### src/rtl/fetch_pkg.sv
// Shared types and constants for the instruction-fetch queue.
// An entry pairs a fetched word with the pc it was read from.
package fetch_pkg;

  localparam int INSTR_W = 32;

  // Canonical RV32I NOP (addi x0, x0, 0)
  localparam logic [INSTR_W-1:0] NOP_INSTR = 32'h0000_0013;

  typedef struct packed {
    logic [INSTR_W-1:0] instr;
    logic [31:0]        pc;
  } fetch_entry_t;

endpackage

### src/rtl/sync_fifo.sv
// Small synchronous FIFO with a flush input.
// Storage resets to zero so dout is defined straight out of reset.
module sync_fifo #(
  parameter int WIDTH = 32,
  parameter int DEPTH = 4
) (
  input  logic             clk,
  input  logic             reset,
  input  logic             push,
  input  logic             pop,
  input  logic             clear,
  input  logic [WIDTH-1:0] din,
  output logic [WIDTH-1:0] dout,
  output logic             empty,
  output logic             full
);

  localparam int AW = $clog2(DEPTH);
  localparam int CW = AW + 1;

  logic [WIDTH-1:0] r_mem [DEPTH];
  logic [AW-1:0]    r_wptr;
  logic [AW-1:0]    r_rptr;
  logic [CW-1:0]    r_count;
  logic             w_do_push;
  logic             w_do_pop;

  assign empty     = (r_count == '0);
  assign full      = (r_count == CW'(DEPTH));
  assign dout      = r_mem[r_rptr];
  assign w_do_pop  = pop && !empty;
  // A full FIFO still accepts a push when the head leaves in the same cycle
  assign w_do_push = push && (!full || w_do_pop);

  always_ff @(posedge clk or negedge reset) begin
    if (!reset) begin
      for (int i = 0; i < DEPTH; i++) begin
        r_mem[i] <= '0;
      end
      r_wptr  <= '0;
      r_rptr  <= '0;
      r_count <= '0;
    end else if (clear) begin
      r_wptr  <= '0;
      r_rptr  <= '0;
      r_count <= '0;
    end else begin
      if (w_do_push) begin
        r_mem[r_wptr] <= din;
        r_wptr        <= r_wptr + AW'(1);
      end
      if (w_do_pop) begin
        r_rptr <= r_rptr + AW'(1);
      end
      r_count <= r_count + CW'(w_do_push) - CW'(w_do_pop);
    end
  end

endmodule

### src/rtl/fetch_queue.sv
// Fetch stage: issues in-order reads at pc, pairs returning words with their pc,
// and buffers them for decode. Redirects flush the queue and drop stale responses.
module fetch_queue
  import fetch_pkg::*;
#(
  parameter int DEPTH = 4,
  parameter int CNT_W = $clog2(DEPTH) + 1
) (
  input  logic               clk,
  input  logic               reset,
  input  logic [31:0]        pc,
  output logic               pc_advance,
  input  logic               redirect,
  output logic               imem_req_valid,
  output logic [31:0]        imem_req_addr,
  input  logic               imem_req_ready,
  input  logic               imem_resp_valid,
  input  logic [INSTR_W-1:0] imem_resp_data,
  output logic               out_valid,
  output logic [INSTR_W-1:0] out_instr,
  output logic [31:0]        out_pc,
  input  logic               out_ready
);

  localparam int SUM_W = CNT_W + 2;

  logic [CNT_W-1:0] r_occupancy;
  logic [CNT_W-1:0] r_inflight;
  logic [CNT_W-1:0] r_drop_cnt;

  logic [SUM_W-1:0] w_reserved;
  logic             w_accept;
  logic             w_resp_expected;
  logic             w_resp_drop;
  logic             w_resp_keep;
  logic             w_q_push;
  logic             w_q_pop;
  logic             w_q_empty;
  logic             w_q_full;
  logic [31:0]      w_pc_head;
  logic             w_pc_empty;
  logic             w_pc_full;
  fetch_entry_t     w_q_din;
  fetch_entry_t     w_q_dout;

  // Every outstanding request, live or stale, holds a queue slot until it returns
  assign w_reserved = SUM_W'(r_occupancy) + SUM_W'(r_inflight) + SUM_W'(r_drop_cnt);

  assign imem_req_valid = reset && !redirect && (w_reserved < SUM_W'(DEPTH));
  assign imem_req_addr  = pc;
  assign w_accept       = imem_req_valid && imem_req_ready;
  assign pc_advance     = w_accept;

  assign w_resp_expected = imem_resp_valid && ((r_drop_cnt != '0) || (r_inflight != '0));
  assign w_resp_drop     = imem_resp_valid && (r_drop_cnt != '0);
  assign w_resp_keep     = imem_resp_valid && (r_drop_cnt == '0) && (r_inflight != '0) && !redirect;

  assign out_valid = !w_q_empty && !redirect;
  assign w_q_pop   = out_valid && out_ready;
  assign w_q_push  = w_resp_keep;

  assign w_q_din.instr = imem_resp_data;
  assign w_q_din.pc    = w_pc_head;
  assign out_instr     = w_q_dout.instr;
  assign out_pc        = w_q_dout.pc;

  sync_fifo #(
    .WIDTH (32),
    .DEPTH (DEPTH)
  ) u_pc_fifo (
    .clk   (clk),
    .reset (reset),
    .push  (w_accept),
    .pop   (w_resp_keep),
    .clear (redirect),
    .din   (pc),
    .dout  (w_pc_head),
    .empty (w_pc_empty),
    .full  (w_pc_full)
  );

  sync_fifo #(
    .WIDTH ($bits(fetch_entry_t)),
    .DEPTH (DEPTH)
  ) u_out_queue (
    .clk   (clk),
    .reset (reset),
    .push  (w_q_push),
    .pop   (w_q_pop),
    .clear (redirect),
    .din   (w_q_din),
    .dout  (w_q_dout),
    .empty (w_q_empty),
    .full  (w_q_full)
  );

  // On redirect, all live requests become stale; a response arriving now retires one of them
  always_ff @(posedge clk or negedge reset) begin
    if (!reset) begin
      r_occupancy <= '0;
      r_inflight  <= '0;
      r_drop_cnt  <= '0;
    end else if (redirect) begin
      r_occupancy <= '0;
      r_inflight  <= '0;
      r_drop_cnt  <= r_drop_cnt + r_inflight - CNT_W'(w_resp_expected);
    end else begin
      r_occupancy <= r_occupancy + CNT_W'(w_q_push) - CNT_W'(w_q_pop);
      r_inflight  <= r_inflight + CNT_W'(w_accept) - CNT_W'(w_resp_keep);
      if (w_resp_drop) begin
        r_drop_cnt <= r_drop_cnt - CNT_W'(1);
      end
    end
  end

  a_no_queue_overflow: assert property (@(posedge clk) disable iff (!reset)
    !(w_q_push && w_q_full));

  a_no_unexpected_resp: assert property (@(posedge clk) disable iff (!reset)
    !(imem_resp_valid && (r_inflight == '0) && (r_drop_cnt == '0)));

  a_pc_fifo_consistent: assert property (@(posedge clk) disable iff (!reset)
    !(w_accept && w_pc_full && !w_resp_keep) && !(w_resp_keep && w_pc_empty));

endmodule

### config.mk
export PLATFORM = sky130hd
export DESIGN_NAME = fetch_queue
export DESIGN_NICKNAME = d
export VERILOG_FILES = /design/src/rtl/fetch_pkg.sv /design/src/rtl/sync_fifo.sv /design/src/rtl/fetch_queue.sv
export SDC_FILE = /design/constraint.sdc
export NUM_CORES = 1
export LEC_CHECK = 0
export CAP_MARGIN = 10
export CORE_UTILIZATION = 35
export DETAILED_ROUTE_END_ITERATION = 6
export MAX_ROUTING_LAYER = met4
export PLACE_DENSITY = 0.6
export SYNTH_ARGS = -nofsm -noshare
export SYNTH_HDL_FRONTEND = slang
export SYNTH_HIERARCHICAL = 1
export SYNTH_SLANG_ARGS = --single-unit
### constraint.sdc
create_clock -name clk -period 3.9 [get_ports clk]
set_clock_uncertainty 0.05 [all_clocks]
set_input_delay 1.17 -clock clk [delete_from_list [all_inputs] [get_ports clk]]
set_output_delay 1.17 -clock clk [all_outputs]
set_load 0.02 [all_outputs]
==> results of run 1 <==
-- report_power, final --
group / leakage, nW / internal [mW] / switching [mW]
registers: 5.61 / 4.63 / 0.212
logic: 4.36 / 1.17 / 0.967
clock network: 0.819 / 2.80 / 1.84
total: 10.8 / 8.59 / 3.02
-- critical path: stages, from the launching register on --
cell     delay, ns
dfrtp_1       0.39
inv_2         0.08
fa_1          0.46
nor2_2        0.12
fa_2          0.44
nor2_2        0.10
nand2_2       0.09
nor4b_4       0.24
buf_4         0.19
-- path summary, 6_finish.rpt --
| path | from | to | cells after the start |
|---|---|---|---|
| setup / recovery | r_inflight[1] | pc_advance | 8 |
| hold / removal | u_pc_fifo/r_mem[70] | u_pc_fifo/r_mem[70] | 1 |
| setup reg to reg | r_inflight[1] | u_pc_fifo/r_count[2] | 17 |
| hold reg to reg | u_pc_fifo/r_mem[70] | u_pc_fifo/r_mem[70] | 1 |
| max in group asynchronous | reset | u_pc_fifo/r_mem[11] | 3 |
| min in group asynchronous | reset | u_pc_fifo/r_mem[40] | 2 |
-- timing repair --
action | 4_1_cts | 5_1_grt
hold buffers | 0 | 0
buffers inserted | 4 | 1
pin swaps | 2 | 0
resized for setup | 12 | 12
endpoints found under the setup margin | 46 | 3
endpoints found under the hold margin | 0 | 0
-- sequential cells by signal (all words and copies together) (netlist names), 3 cells and up --
signal               cells
u_pc_fifo/r_count        3
r_inflight               3
r_occupancy              3
u_out_queue/r_count      3
r_drop_cnt               3
u_out_queue/r_mem      256
u_pc_fifo/r_mem        128
-- final cells by class --
| class | instances | share of cell area (%) |
|---|---|---|
| diodes | 1 | 0.0106 |
| clock buffers | 66 | 5.92 |
| clock inverters | 21 | 1.17 |
| well taps | 696 | 3.68 |
| flip-flops and latches | 407 | 43.1 |
| multi-input cells | 600 | 35.5 |
| repair buffers | 227 | 10.1 |
| inverters | 29 | 0.460 |
-- metal layers --
layer | part of all wire [%] | vias to the layer above | GRT usage (%)
li1 | - | 4481 | -
met1 | 46 | 5485 | 21.6
met5 | 0 | - | -
met3 | 3.5 | 57 | 2.62
met2 | 48 | 163 | 25.4
met4 | 1.9 | 0 | 4.37
-- stage by stage --
stage	power, mW	hold WS, ns
3_3_place_gp	6.96	0.412
5_1_grt	12.2	0.447
6_report	11.6	0.431
2_1_floorplan	6.18	0.402
3_5_place_dp	7.03	0.422
4_1_cts	11.8	0.434
-- cells in the final DEF (no fill, tap or decap), types with 4 or more instances in the layout --
master           count
clkinvlp_4           4
inv_1               24
nor2b_1              5
dfrtp_1            403
buf_4               40
nand2_1              7
inv_2                5
clkbuf_16           48
clkbuf_8            13
mux2_1              64
xnor2_1              6
fa_1                 7
mux2_2             142
buf_12              21
mux4_2              96
nor3_1               5
clkinv_2             8
nor2_1              15
clkdlybuf4s50_1    164
nor4bb_4             5
clkbuf_1             5
bufinv_16            4
ha_1                23
xor2_1               6
mux2_4             182
==> metrics.md, run 1 <==
| Metric | Value |
|---|---|
| Fin util | 43.8% |
| P&R area growth vs syn | 22.9% |
| Routability cong. | 0.738 |
| Post-DP HPWL | 25.8 mm |
| Initial Util | 35.6% |
| PnR worst setup slack | 0.000525 ns |
| Post-DRT Antenna Nets | 0 |
| Post-route setup TNS | 0 ns |
| Reg clk slew, reported paths | 0.06 ns |
| Total track usage | 16.1% |
| Port buffer count | 168 |
| Design area | 23600 um2 |
| Setup WS pre-CTS | -0.0150 ns |
| Worst slew pin tran | 1.07 ns |
| Status | finished, final reports clean |
| Vias/cell | 4.98 |
| Die height | 236 um |
| Share of cells above drive strength 1 | 44.2% |
| Period utilization | 100% |
| Final hold vios | 0 |
| RSZ-0062 raised after global routing | true |
| Mapped Area | 19200 um2 |
| CP Data Required Time | 2.68 ns |
| Max-cap violations | 0 |
| Global route total overflow | 0 |
| Placement row count | 85 |
| Critical Path AT | 2.68 ns |
| Relative slew margins | 28.4% |
| Worst hold path class | reg -> reg |
| Vias in the first global route | 11500 |
| Kind of critical path | reg -> out |
| Min Tclk post-route | 3.90 ns |
| Clock Path Buffers | 3 |
| Clk sink count | 407 |
| Placed Instances | 1954 |
| Worst Setup Start Kind | flop |
| Max frequency | 0.256 GHz |
| TritonCTS buffer count | 48 |
| Final WL | 42.2 mm |
| CTS tree | yes |
| Final setup fails | 0 |
| Clk_lat worst skew | 0.59 ns |
| Syn. warnings | 6 |
| First-pass GRT wire length | 68.4 mm |
| Reg2reg setup slack | 0.20 ns |
| Post-route DRC | 0 |
| P_leak | 10.8 nW |
| DRT Pass-1 Iters | 4 |
| Pin count of the biggest net entering global routing | 143 |
| Worst vdd ir | 0.334 mV |
| Initial detailed-routing violation count | 485 |
| Fillers | 4788 |
| Die W | 236 um |
| Vias | 10200 |
| Nets | 1414 |
| Placement Cell Area | 21900 um2 |
| Root Buffer | clkbuf_16 |
| Io pins | 169 |
| Worst Path Max Fanout | 2 |
| CTS H-tree lvls | 2 |
| Core area | 54000 um2 |
| Initial antenna violation count | 1 |
| Fin cells | 2047 |
| Syn Inst Count | 1134 |
| Seq. cell area | 10200 um2 |
| Final Slew Violations | 0 |
| Crit. End Element | output pin |
| DR WL/cell | 20.6 um |
| Net Count, Synth | 1235 |
| Die ar. | 55900 um2 |
| Pwr Density | 491 nW/um2 |
| Multi-input gate area in the final layout | 8400 um2 |
| Syn_area_per_cell | 17.0 um2 |
No activity file was read; power rests on OpenSTA's default activity.
==> run 2: changes to the inputs <==
- GPL_TIMING_DRIVEN: not set -> 1
==> results of run 2 <==
Final layout, timing and power as in run 1 (identical DEF).
==> run 3: changes to the inputs <==
--- a/config.mk
+++ b/config.mk
@@ -7,9 +7,9 @@
 export LEC_CHECK = 0
 export CAP_MARGIN = 10
-export CORE_UTILIZATION = 35
+export CORE_UTILIZATION = 53
 export DETAILED_ROUTE_END_ITERATION = 6
 export GPL_TIMING_DRIVEN = 1
 export MAX_ROUTING_LAYER = met4
-export PLACE_DENSITY = 0.6
+export PLACE_DENSITY = 0.82
 export SYNTH_ARGS = -nofsm -noshare
 export SYNTH_HDL_FRONTEND = slang
==> constraint.sdc (replaced) <==
create_clock -name clk -period 3.9 [get_ports clk]
set_clock_uncertainty 0.05 [all_clocks]
set_input_delay 0.78 -clock clk [delete_from_list [all_inputs] [get_ports clk]]
set_output_delay 0.78 -clock clk [all_outputs]
set_load 0.02 [all_outputs]
==> metrics.md, run 3 (same netlist as run 1, synthesis figures left out) <==
| Metric | Value |
|---|---|
| Status | finished, violations left |
| Failing checks | DRC |
| Worst Setup Start Kind | flop |
| Core area | 35700 um2 |
| Die height | 193 um |
| TritonCTS buffer count | 45 |
| Max frequency | 0.266 GHz |
| Worst hold path class | in -> async |
| Pin count of the biggest net entering global routing | 84 |
| Power, Total | 11.2 mW |
| Clk sink count | 407 |
| Die ar. | 37100 um2 |
| Nets | 1391 |
| Reg2reg setup slack | 0.18 ns |
| Crit. End Element | output pin |
| Final WL | 38.9 mm |
| Setup WS pre-CTS | 0.0612 ns |
| RSZ-0062 raised after global routing | true |
| Post-route DRC | 23 |
| Post-route setup TNS | 0 ns |
| Total track usage | 22.7% |
| Critical Path AT | 2.93 ns |
| Share of cells above drive strength 1 | 42.5% |
| Initial Util | 54.0% |
| Final hold vios | 0 |
| Fin cells | 1785 |
| R2R depth | 16 |
| DRT Pass-1 Iters | 6 |
| Min Tclk post-route | 3.76 ns |
| DR WL/cell | 21.8 um |
| Initial detailed-routing violation count | 441 |
| Post-DP HPWL | 22.9 mm |
| Design area | 22900 um2 |
| CP Data Required Time | 3.07 ns |
| Vias in the first global route | 11300 |
| Placed Instances | 1698 |
| CP startpoint | r_inflight[2] |
| Worst Path Max Fanout | 4 |
| Period utilization | 96.4% |
| Clk_lat worst skew | 0.55 ns |
| Most common cell after layout, fill and taps aside | dfrtp_1 |
| Antenna Cells | 0 |
| Kind of critical path | reg -> out |
| Reg clk slew, reported paths | 0.06 ns |
| Root Buffer | clkbuf_16 |
| PnR worst setup slack | 0.142 ns |
| Final Slew Violations | 0 |
| CTS H-tree lvls | 2 |
| Fin util | 64.1% |
| Placement Cell Area | 21300 um2 |
| Relative slew margins | 26.1% |
| First-pass GRT wire length | 63.0 mm |
| Top flop regs | u_out_queue/r_mem (256), u_pc_fifo/r_mem (128) |
| Placement row count | 69 |
| Port buffer count | 168 |
| Post-DRT Antenna Nets | 0 |
| Final setup fails | 0 |
| Cts hold-fix bufs | 0 |
| Max reg flops | 256 |
| Most frequent cells in the layout | dfrtp_1, mux2_4, clkdlybuf4s50_1 |
| CTS tree | yes |
| Io pins | 169 |
| Global route total overflow | 0 |
| Vias | 10200 |
| Vias/cell | 5.70 |
| Die W | 193 um |
| P&R area growth vs syn | 18.8% |
| Initial antenna violation count | 0 |
| Worst vdd ir | 0.355 mV |
| Top reg by flops | u_out_queue/r_mem |
| Pwr Density | 488 nW/um2 |
| P_leak | 10.6 nW |
| Reg2reg end | u_pc_fifo/r_count[2] |
| Routability cong. | 0.746 |
| Worst slew pin tran | 1.11 ns |
| Clock Path Buffers | 3 |
| Max-cap violations | 0 |
| FF-to-FF Start | r_inflight[2] |
| Hold WS | 0.0398 ns |
-- run 3: worst max-delay path by stage --
stage	endpoint	slack, ns	cells past startpoint
floorplan	u_pc_fifo/r_count[2]	0.1	16
global placement	u_pc_fifo/r_count[2]	0.11	14
detailed placement	u_pc_fifo/r_count[2]	0.06	16
CTS	pc_advance	-0.008	8
global route	u_pc_fifo/r_count[2]	-0.07	16
finish	pc_advance	0.14	8
-- run 3: area by class of cell --
cell class | instances | area [um2]
clock buffers | 66 | 1280
clock inverters | 15 | 205
fillers | 2470 | 12800
inverters | 29 | 109
multi-input cells | 600 | 8380
flip-flops and latches | 407 | 10200
well taps | 461 | 577
repair buffers | 207 | 2100
-- run 3: critical path, stage by stage, from the launching register on --
cell	delay (ns)
dfrtp_1	0.41
inv_2	0.06
fa_1	0.54
inv_2	0.05
fa_1	0.46
nor2_2	0.13
nand2_2	0.09
nor4b_4	0.41
buf_2	0.25
-- run 3: what timing repair did --
item | in CTS | in global routing
setup endpoints to repair | 2 | 3
resized for setup | 4 | 17
pin swaps | 0 | 9
setup buffers | 0 | 6
-- run 3: layer usage --
layer	up-vias	global-route usage (%)	routed length, um
met2	188	36.0	19100
met1	5502	31.0	17600
li1	4427	-	-
met4	0	5.39	639
met5	-	-	0
met3	55	3.35	1470
-- run 3: power by group --
part	leakage [nW]	switching, mW	internal, mW
Combinational	4.21	0.927	1.15
Clock	0.734	1.70	2.56
Sequential	5.60	0.212	4.62
Total	10.6	2.83	8.33
